$ cat src/rtl/string_hw_pkg.sv
// Shared types and constants for the String_HW engine arbiter.
package string_hw_pkg;

   // Default number of 32-bit words per string operand (must match the engine build)
   localparam int unsigned MAX_BLOCKS    = 2;
   localparam int unsigned MAX_LEN_BYTES = 4 * MAX_BLOCKS;

   typedef logic [MAX_BLOCKS-1:0][31:0] block_t;

   typedef enum logic [1:0] {
      IDLE,
      WAIT,
      RESP,
      DRAIN
   } arb_state_e;

   // A length is serviceable when it is non-zero and fits in the operand words
   function automatic logic length_ok(input logic [7:0] len, input int unsigned max_bytes);
      return (len != 8'd0) && (32'(len) <= max_bytes);
   endfunction

endpackage

$ cat src/rtl/rr_arbiter.sv
// Combinational round-robin picker: first request at or after the pointer, wrapping.
module rr_arbiter #(
   parameter int unsigned N = 4
) (
   input  logic [N-1:0]         req,
   input  logic [$clog2(N)-1:0] ptr,
   output logic [N-1:0]         grant,
   output logic [$clog2(N)-1:0] id
);

   localparam int unsigned ID_W = $clog2(N);

   logic [ID_W-1:0] idx;
   logic            found;

   // Scan requesters starting from the pointer and take the first one pending
   always_comb begin
      grant = '0;
      id    = '0;
      idx   = '0;
      found = 1'b0;
      for (int unsigned i = 0; i < N; i++) begin
         idx = ID_W'((32'(ptr) + i) % N);
         if (!found && req[idx]) begin
            found      = 1'b1;
            grant[idx] = 1'b1;
            id         = idx;
         end
      end
   end

endmodule

$ cat src/rtl/string_hw_arbiter.sv
// Shares one String_HW engine among NUM_REQ requesters: round-robin grant,
// operand capture, go/done sequencing with timeout, tagged shared response.
module string_hw_arbiter #(
   parameter int unsigned NUM_REQ        = 4,
   parameter int unsigned MAX_BLOCKS     = string_hw_pkg::MAX_BLOCKS,
   parameter int unsigned TIMEOUT_CYCLES = 1024
) (
   input  logic                                   clk,
   input  logic                                   reset,
   input  logic [NUM_REQ-1:0]                     req_valid,
   output logic [NUM_REQ-1:0]                     req_ready,
   input  logic [NUM_REQ-1:0][3:0]                req_index,
   input  logic [NUM_REQ-1:0][7:0]                req_length,
   input  logic [NUM_REQ-1:0][MAX_BLOCKS-1:0][31:0] req_A,
   input  logic [NUM_REQ-1:0][MAX_BLOCKS-1:0][31:0] req_B,
   output logic                                   rsp_valid,
   input  logic                                   rsp_ready,
   output logic [$clog2(NUM_REQ)-1:0]             rsp_id,
   output logic [MAX_BLOCKS-1:0][31:0]            rsp_result,
   output logic                                   rsp_err,
   output logic                                   rsp_timeout,
   output logic                                   eng_go,
   output logic [3:0]                             eng_index,
   output logic [7:0]                             eng_length,
   output logic [MAX_BLOCKS-1:0][31:0]            eng_A,
   output logic [MAX_BLOCKS-1:0][31:0]            eng_B,
   input  logic                                   eng_done,
   input  logic [MAX_BLOCKS-1:0][31:0]            eng_result,
   output logic                                   busy
);

   import string_hw_pkg::*;

   localparam int unsigned ID_W    = $clog2(NUM_REQ);
   localparam int unsigned CNT_W   = $clog2(TIMEOUT_CYCLES);
   localparam int unsigned MAX_LEN = 4 * MAX_BLOCKS;

   arb_state_e       state;
   logic [ID_W-1:0]  rr_ptr;
   logic [ID_W-1:0]  grant_id;
   logic [ID_W-1:0]  next_ptr;
   logic [NUM_REQ-1:0] grant;
   logic [CNT_W-1:0] cnt;
   logic             cnt_last;
   logic             handshake;

   rr_arbiter #(.N(NUM_REQ)) u_rr (
      .req   (req_valid),
      .ptr   (rr_ptr),
      .grant (grant),
      .id    (grant_id)
   );

   // Grants are only offered while idle; held off entirely during reset
   assign req_ready = (state == IDLE && !reset) ? grant : '0;
   assign handshake = |(req_valid & req_ready);
   assign cnt_last  = (cnt == CNT_W'(TIMEOUT_CYCLES - 1));
   assign next_ptr  = (grant_id == ID_W'(NUM_REQ - 1)) ? '0 : grant_id + ID_W'(1);

   // Arbiter FSM with capture, timeout counter and registered response
   always_ff @(posedge clk or posedge reset) begin
      if (reset) begin
         state       <= IDLE;
         rr_ptr      <= '0;
         cnt         <= '0;
         busy        <= 1'b0;
         eng_go      <= 1'b0;
         eng_index   <= '0;
         eng_length  <= '0;
         eng_A       <= '0;
         eng_B       <= '0;
         rsp_valid   <= 1'b0;
         rsp_id      <= '0;
         rsp_result  <= '0;
         rsp_err     <= 1'b0;
         rsp_timeout <= 1'b0;
      end else begin
         case (state)
            IDLE: begin
               if (handshake) begin
                  eng_index  <= req_index[grant_id];
                  eng_length <= req_length[grant_id];
                  eng_A      <= req_A[grant_id];
                  eng_B      <= req_B[grant_id];
                  rsp_id     <= grant_id;
                  rr_ptr     <= next_ptr;
                  cnt        <= '0;
                  busy       <= 1'b1;
                  if (length_ok(req_length[grant_id], MAX_LEN)) begin
                     state  <= WAIT;
                     eng_go <= 1'b1;
                  end else begin
                     // Bad length is answered directly without touching the engine
                     state       <= RESP;
                     rsp_valid   <= 1'b1;
                     rsp_err     <= 1'b1;
                     rsp_timeout <= 1'b0;
                     rsp_result  <= '0;
                  end
               end
            end

            WAIT: begin
               if (eng_done) begin
                  // Done takes priority over a timeout landing in the same cycle
                  state       <= RESP;
                  eng_go      <= 1'b0;
                  rsp_valid   <= 1'b1;
                  rsp_result  <= eng_result;
                  rsp_err     <= 1'b0;
                  rsp_timeout <= 1'b0;
               end else if (cnt_last) begin
                  state       <= RESP;
                  eng_go      <= 1'b0;
                  rsp_valid   <= 1'b1;
                  rsp_result  <= '0;
                  rsp_err     <= 1'b0;
                  rsp_timeout <= 1'b1;
               end else begin
                  cnt <= cnt + CNT_W'(1);
               end
            end

            RESP: begin
               if (rsp_ready) begin
                  rsp_valid <= 1'b0;
                  cnt       <= '0;
                  if (!eng_done) begin
                     state <= IDLE;
                     busy  <= 1'b0;
                  end else begin
                     state <= DRAIN;
                  end
               end
            end

            DRAIN: begin
               // Wait for the engine to drop done, but never hang on a stuck engine
               if (!eng_done || cnt_last) begin
                  state <= IDLE;
                  busy  <= 1'b0;
               end else begin
                  cnt <= cnt + CNT_W'(1);
               end
            end

            default: begin
               state     <= IDLE;
               busy      <= 1'b0;
               eng_go    <= 1'b0;
               rsp_valid <= 1'b0;
            end
         endcase
      end
   end

endmodule

$ cat config.mk
export PLATFORM = sky130hd
export DESIGN_NAME = string_hw_arbiter
export DESIGN_NICKNAME = d
export VERILOG_FILES = /design/src/rtl/string_hw_pkg.sv /design/src/rtl/rr_arbiter.sv /design/src/rtl/string_hw_arbiter.sv
export SDC_FILE = /design/constraint.sdc
export NUM_CORES = 1
export LEC_CHECK = 0
export ABC_AREA = 1
export BUFFER_PORTS_ARGS = -buffer_cell sky130_fd_sc_hd__buf_2
export CORE_AREA = 2 2 327 329
export DETAILED_ROUTE_END_ITERATION = 12
export DIE_AREA = 0 0 329 331
export GPL_TIMING_DRIVEN = 0
export PLACE_DENSITY_LB_ADDON = 0.08
export SYNTH_ARGS = -nofsm -noshare
export SYNTH_HDL_FRONTEND = slang
export SYNTH_SLANG_ARGS = --single-unit
export TNS_END_PERCENT = 10
$ cat constraint.sdc
create_clock -name clk -period 7 [get_ports clk]
set_input_delay 0.35 -clock clk [delete_from_list [all_inputs] [get_ports clk]]
set_output_delay 0.35 -clock clk [all_outputs]
set_load 0.02 [all_outputs]
==> impl_metrics.sql <==
INSERT INTO impl_metrics (metric_group, metric, value, unit) VALUES
('logic_synthesis', 'main_combinational_cell_family_by_area_after_synthesis', 'simple AND/OR/NAND/NOR gates', ''),
('logic_synthesis', 'synth.largest_area_cell', 'sky130_fd_sc_hd__dfrtp_1', ''),
('clocking', 'cts_buffer_count', '36', ''),
('pwr', 'report.power.total', '13700', 'uW'),
('critical_path', 'critical_path.max_stage_delay', '0.77', 'ns'),
('logic_synthesis', 'post_synthesis_instance_area', '13300', 'sq um'),
('logic_synthesis', 'dominant_synthesized_flop_cell', 'sky130_fd_sc_hd__dfrtp_1', ''),
('drt', 'avgViaCountPerCell', '4.03', ''),
('floorplan', 'placeableCoreArea', '105000', 'sq um'),
('timing', 'worst_slew_pin_slew', '0.945', 'ns'),
('clocking', 'clkSinkCount', '225', ''),
('critical_path', 'critPathCaptureType', 'flop', ''),
('critical_path', 'critical_path.startpoint_type', 'flop', ''),
('logic_synthesis', 'synth-edff-count', '0', ''),
('logic_synthesis', 'number_of_synthesized_register_bits', '225', ''),
('place', 'port_buffers', '846', ''),
('place', 'gp_routability_congestion', '0.883', ''),
('place', 'dp_hpwl', '74400', 'um'),
('logic_synthesis', 'ys_types', '37', ''),
('clocking', 'clk-insertion-delay-late', '0.56', 'ns'),
('timing', 'rsz0062_at_grt', 'false', ''),
('flow_run', 'max-cap-violations', '0', ''),
('drt', 'routedWlPerCell', '22.0', 'um'),
('drt', 'initial_drc_count', '840', ''),
('logic_synthesis', 'netlist_instances', '1780', ''),
('grt', 'grt_max_degree', '95', ''),
('logic_synthesis', 'syn_nets', '2420', ''),
('critical_path', 'worst_path_dominant_cell_family', 'buffers and inverters', ''),
('grt', 'grt_overflow_total', '0', ''),
('drt', 'route.vias.total', '16700', ''),
('grt', 'grt_pass1_wl', '126000', 'um'),
('cells_and_area', 'layout-drive-gt1-share', '36.6', '%'),
('grt', 'global_route.usage.total', '15.9', '%'),
('clocking', 'cts.reportedPaths.clkPinSlew', '0.06', 'ns'),
('clocking', 'cts_setup_buffers', '0', ''),
('clocking', 'buffer_levels_on_the_longest_clock_path', '3', ''),
('logic_synthesis', 'synth_top_area_share', '42.3', '%'),
('drt', 'routed_wirelength', '91200', 'um'),
('timing', 'timing.clock.skew', '0.0246', 'ns'),
('critical_path', 'timing.critical_path.fanout_max', '10', ''),
('clocking', 'htree_num_levels', '2', ''),
('logic_synthesis', 'muxShareOfSynthArea', '6.01', '%'),
('logic_synthesis', 'async_reset_ff_share', '100', '%'),
('cells_and_area', 'fin_nets', '3371', ''),
('drt', 'detailedRoute.firstPassIterationCount', '6', ''),
('clocking', 'clock-root-buffer', 'sky130_fd_sc_hd__clkbuf_16', ''),
('timing', 'timing_hold_violations_final', '0', ''),
('drt', 'drc', '0', ''),
('critical_path', 'cp.arrival', '4.92', 'ns'),
('timing', 'max_freq', '224', 'MHz'),
('logic_synthesis', 'ys.warnings.count', '0', ''),
('floorplan', 'die_width', '329', 'um'),
('logic_synthesis', 'synth_xor_xnor_area_share', '0.329', '%'),
('run_status', 'run_status', 'finished, final reports clean', ''),
('floorplan', 'ios', '847', ''),
('pwr', 'ir_drop', '0.000414', 'V'),
('cells_and_area', 'area.growth.synth_to_final', '59.3', '%'),
('timing', 'finalSetupViolations', '0', ''),
('floorplan', 'floorplan.initialDensity', '12.7', '%'),
('logic_synthesis', 'synth_compound_gate_area_share', '16.1', '%'),
('logic_synthesis', 'ys_seq_area_share', '42.3', '%'),
('logic_synthesis', 'most_frequent_cells_after_synthesis', '529 x sky130_fd_sc_hd__nand2_1, 284 x sky130_fd_sc_hd__nor2_1, 225 x sky130_fd_sc_hd__dfrtp_1, 203 x sky130_fd_sc_hd__o21ai_0', ''),
('clocking', 'tritoncts', 'yes', ''),
('critical_path', 'path_buf_inv', '4', ''),
('critical_path', 'worst-r2r-setup-slack', '2.53', 'ns'),
('pwr', 'cellPowerDensity', '647', 'nW/um^2'),
('critical_path', 'cp_cell_sequence', 'inv_1 -> ha_1 -> inv_1 -> nand3_2 -> nand2_4 -> nor2_4 -> a22oi_1 -> nand3_1 -> nand3_1 -> nand2_1 -> nor2_2 -> clkbuf_1 -> clkbuf_1 -> nand2_1 -> o21ai_0', ''),
('logic_synthesis', 'yosysMostFrequentCell', 'sky130_fd_sc_hd__nand2_1', ''),
('place', 'placed_area', '19400', 'sq um'),
('floorplan', 'row_count', '119', ''),
('hold_path', 'hold_path.class', 'in2reg', '');
sequential cells by signal (all words and copies together) (netlist names), 2 cells and up:
name and count:
rsp_id 2, eng_length 8, eng_index 4, rsp_result 64, cnt 10, eng_A 64
rr_ptr 2, eng_B 64, state 2
path summary, 6_finish.rpt:
kind                                 from              to  depth (start not counted)
hold / removal                  req_A[22]       eng_A[22]                          3
setup reg to reg                rr_ptr[1]   eng_length[7]                         15
min in group asynchronous           reset  rsp_result[20]                          3
hold reg to reg            rsp_result[30]  rsp_result[30]                          2
max in group asynchronous           reset        eng_A[2]                          5
setup / recovery                rr_ptr[1]   eng_length[7]                         15
cell usage in the layout (no fill, tap or decap), types with 7 or more instances in the layout:
cell type	n
sky130_fd_sc_hd__buf_2	893
sky130_fd_sc_hd__nand2_1	529
sky130_fd_sc_hd__nor2_1	284
sky130_fd_sc_hd__dfrtp_1	225
sky130_fd_sc_hd__o21ai_0	203
sky130_fd_sc_hd__mux2i_1	80
sky130_fd_sc_hd__o221ai_1	80
sky130_fd_sc_hd__clkbuf_1	78
sky130_fd_sc_hd__nand3_1	65
sky130_fd_sc_hd__dlygate4sd3_1	65
sky130_fd_sc_hd__o22ai_1	52
sky130_fd_sc_hd__clkbuf_16	36
sky130_fd_sc_hd__inv_1	35
sky130_fd_sc_hd__nand2_2	27
sky130_fd_sc_hd__ha_1	8
sky130_fd_sc_hd__nand4_1	7
sky130_fd_sc_hd__a21oi_1	7
sky130_fd_sc_hd__nor3_1	7
sky130_fd_sc_hd__clkinv_2	7
area by class of cell:
class,count,area (sq um)
Antenna cell,5,12.5
Inverter,40,165
Multi-Input combinational cell,1381,6890
Tap cell,1391,1740
Buffer,134,652
Sequential cell,225,5630
Timing Repair Buffer,913,4940
Clock inverter,15,218
Fill cell,12100,83700
Clock buffer,46,988
through the flow:
step	std cells	hold slack, ns	utilization, %	worst slack [ns]
finish	4150	0.113	20.2	2.53
global route	4149	0.0868	20.2	2.11
CTS	4145	0.0615	20.2	2.33
detailed placement	4019	0.371	18.4	2.34
global placement	4017	0.451	18.4	-4.33
floorplan	1780	0.467	-	0.487
repair_timing:
item	CTS	global route
hold endpoints to repair	104	0
hold buffers	65	0
gates resized for setup	0	0
layer usage:
metal / global-route usage [%] / share of wire [%] / up-vias / routed length (um)
li1: - / - / 7890 / -
met1: 18.8 / 40 / 8033 / 36400
met2: 28.6 / 51 / 627 / 46100
met3: 4.21 / 6.8 / 154 / 6240
met4: 4.00 / 2.6 / 24 / 2350
met5: 0 / 0.16 / - / 144
worst reg2reg max path, stage by stage, from the launching register on:
cell and delay [ns]:
sky130_fd_sc_hd__dfrtp_1 0.49, sky130_fd_sc_hd__inv_1 0.38, sky130_fd_sc_hd__ha_1 0.39, sky130_fd_sc_hd__inv_1 0.13, sky130_fd_sc_hd__nand3_2 0.10, sky130_fd_sc_hd__nand2_4 0.12
sky130_fd_sc_hd__nor2_4 0.07, sky130_fd_sc_hd__a22oi_1 0.14, sky130_fd_sc_hd__nand3_1 0.18, sky130_fd_sc_hd__nand3_1 0.11, sky130_fd_sc_hd__nand2_1 0.06, sky130_fd_sc_hd__nor2_2 0.56
sky130_fd_sc_hd__clkbuf_1 0.79, sky130_fd_sc_hd__clkbuf_1 0.67, sky130_fd_sc_hd__nand2_1 0.11, sky130_fd_sc_hd__o21ai_0 0.11
where the power goes:
group          internal (uW)  leakage [uW]  total, uW  switching (uW)
Sequential              1910       0.00289       2270             353
Clock                   1180      0.000595       1910             728
Combinational           2820       0.00752       9560            6740
Total                   5910        0.0110      13700            7820
cells by family after synthesis:
group / count (synthesis)
muxes: 80
xor gates and xnor gates: 5
buffers and inverters: 174
AOI/OAI and AO/OA: 351
adders and majority gates: 8
and+or+nand+nor: 937
DFF: 225
No activity file was read; power rests on OpenSTA's default activity.
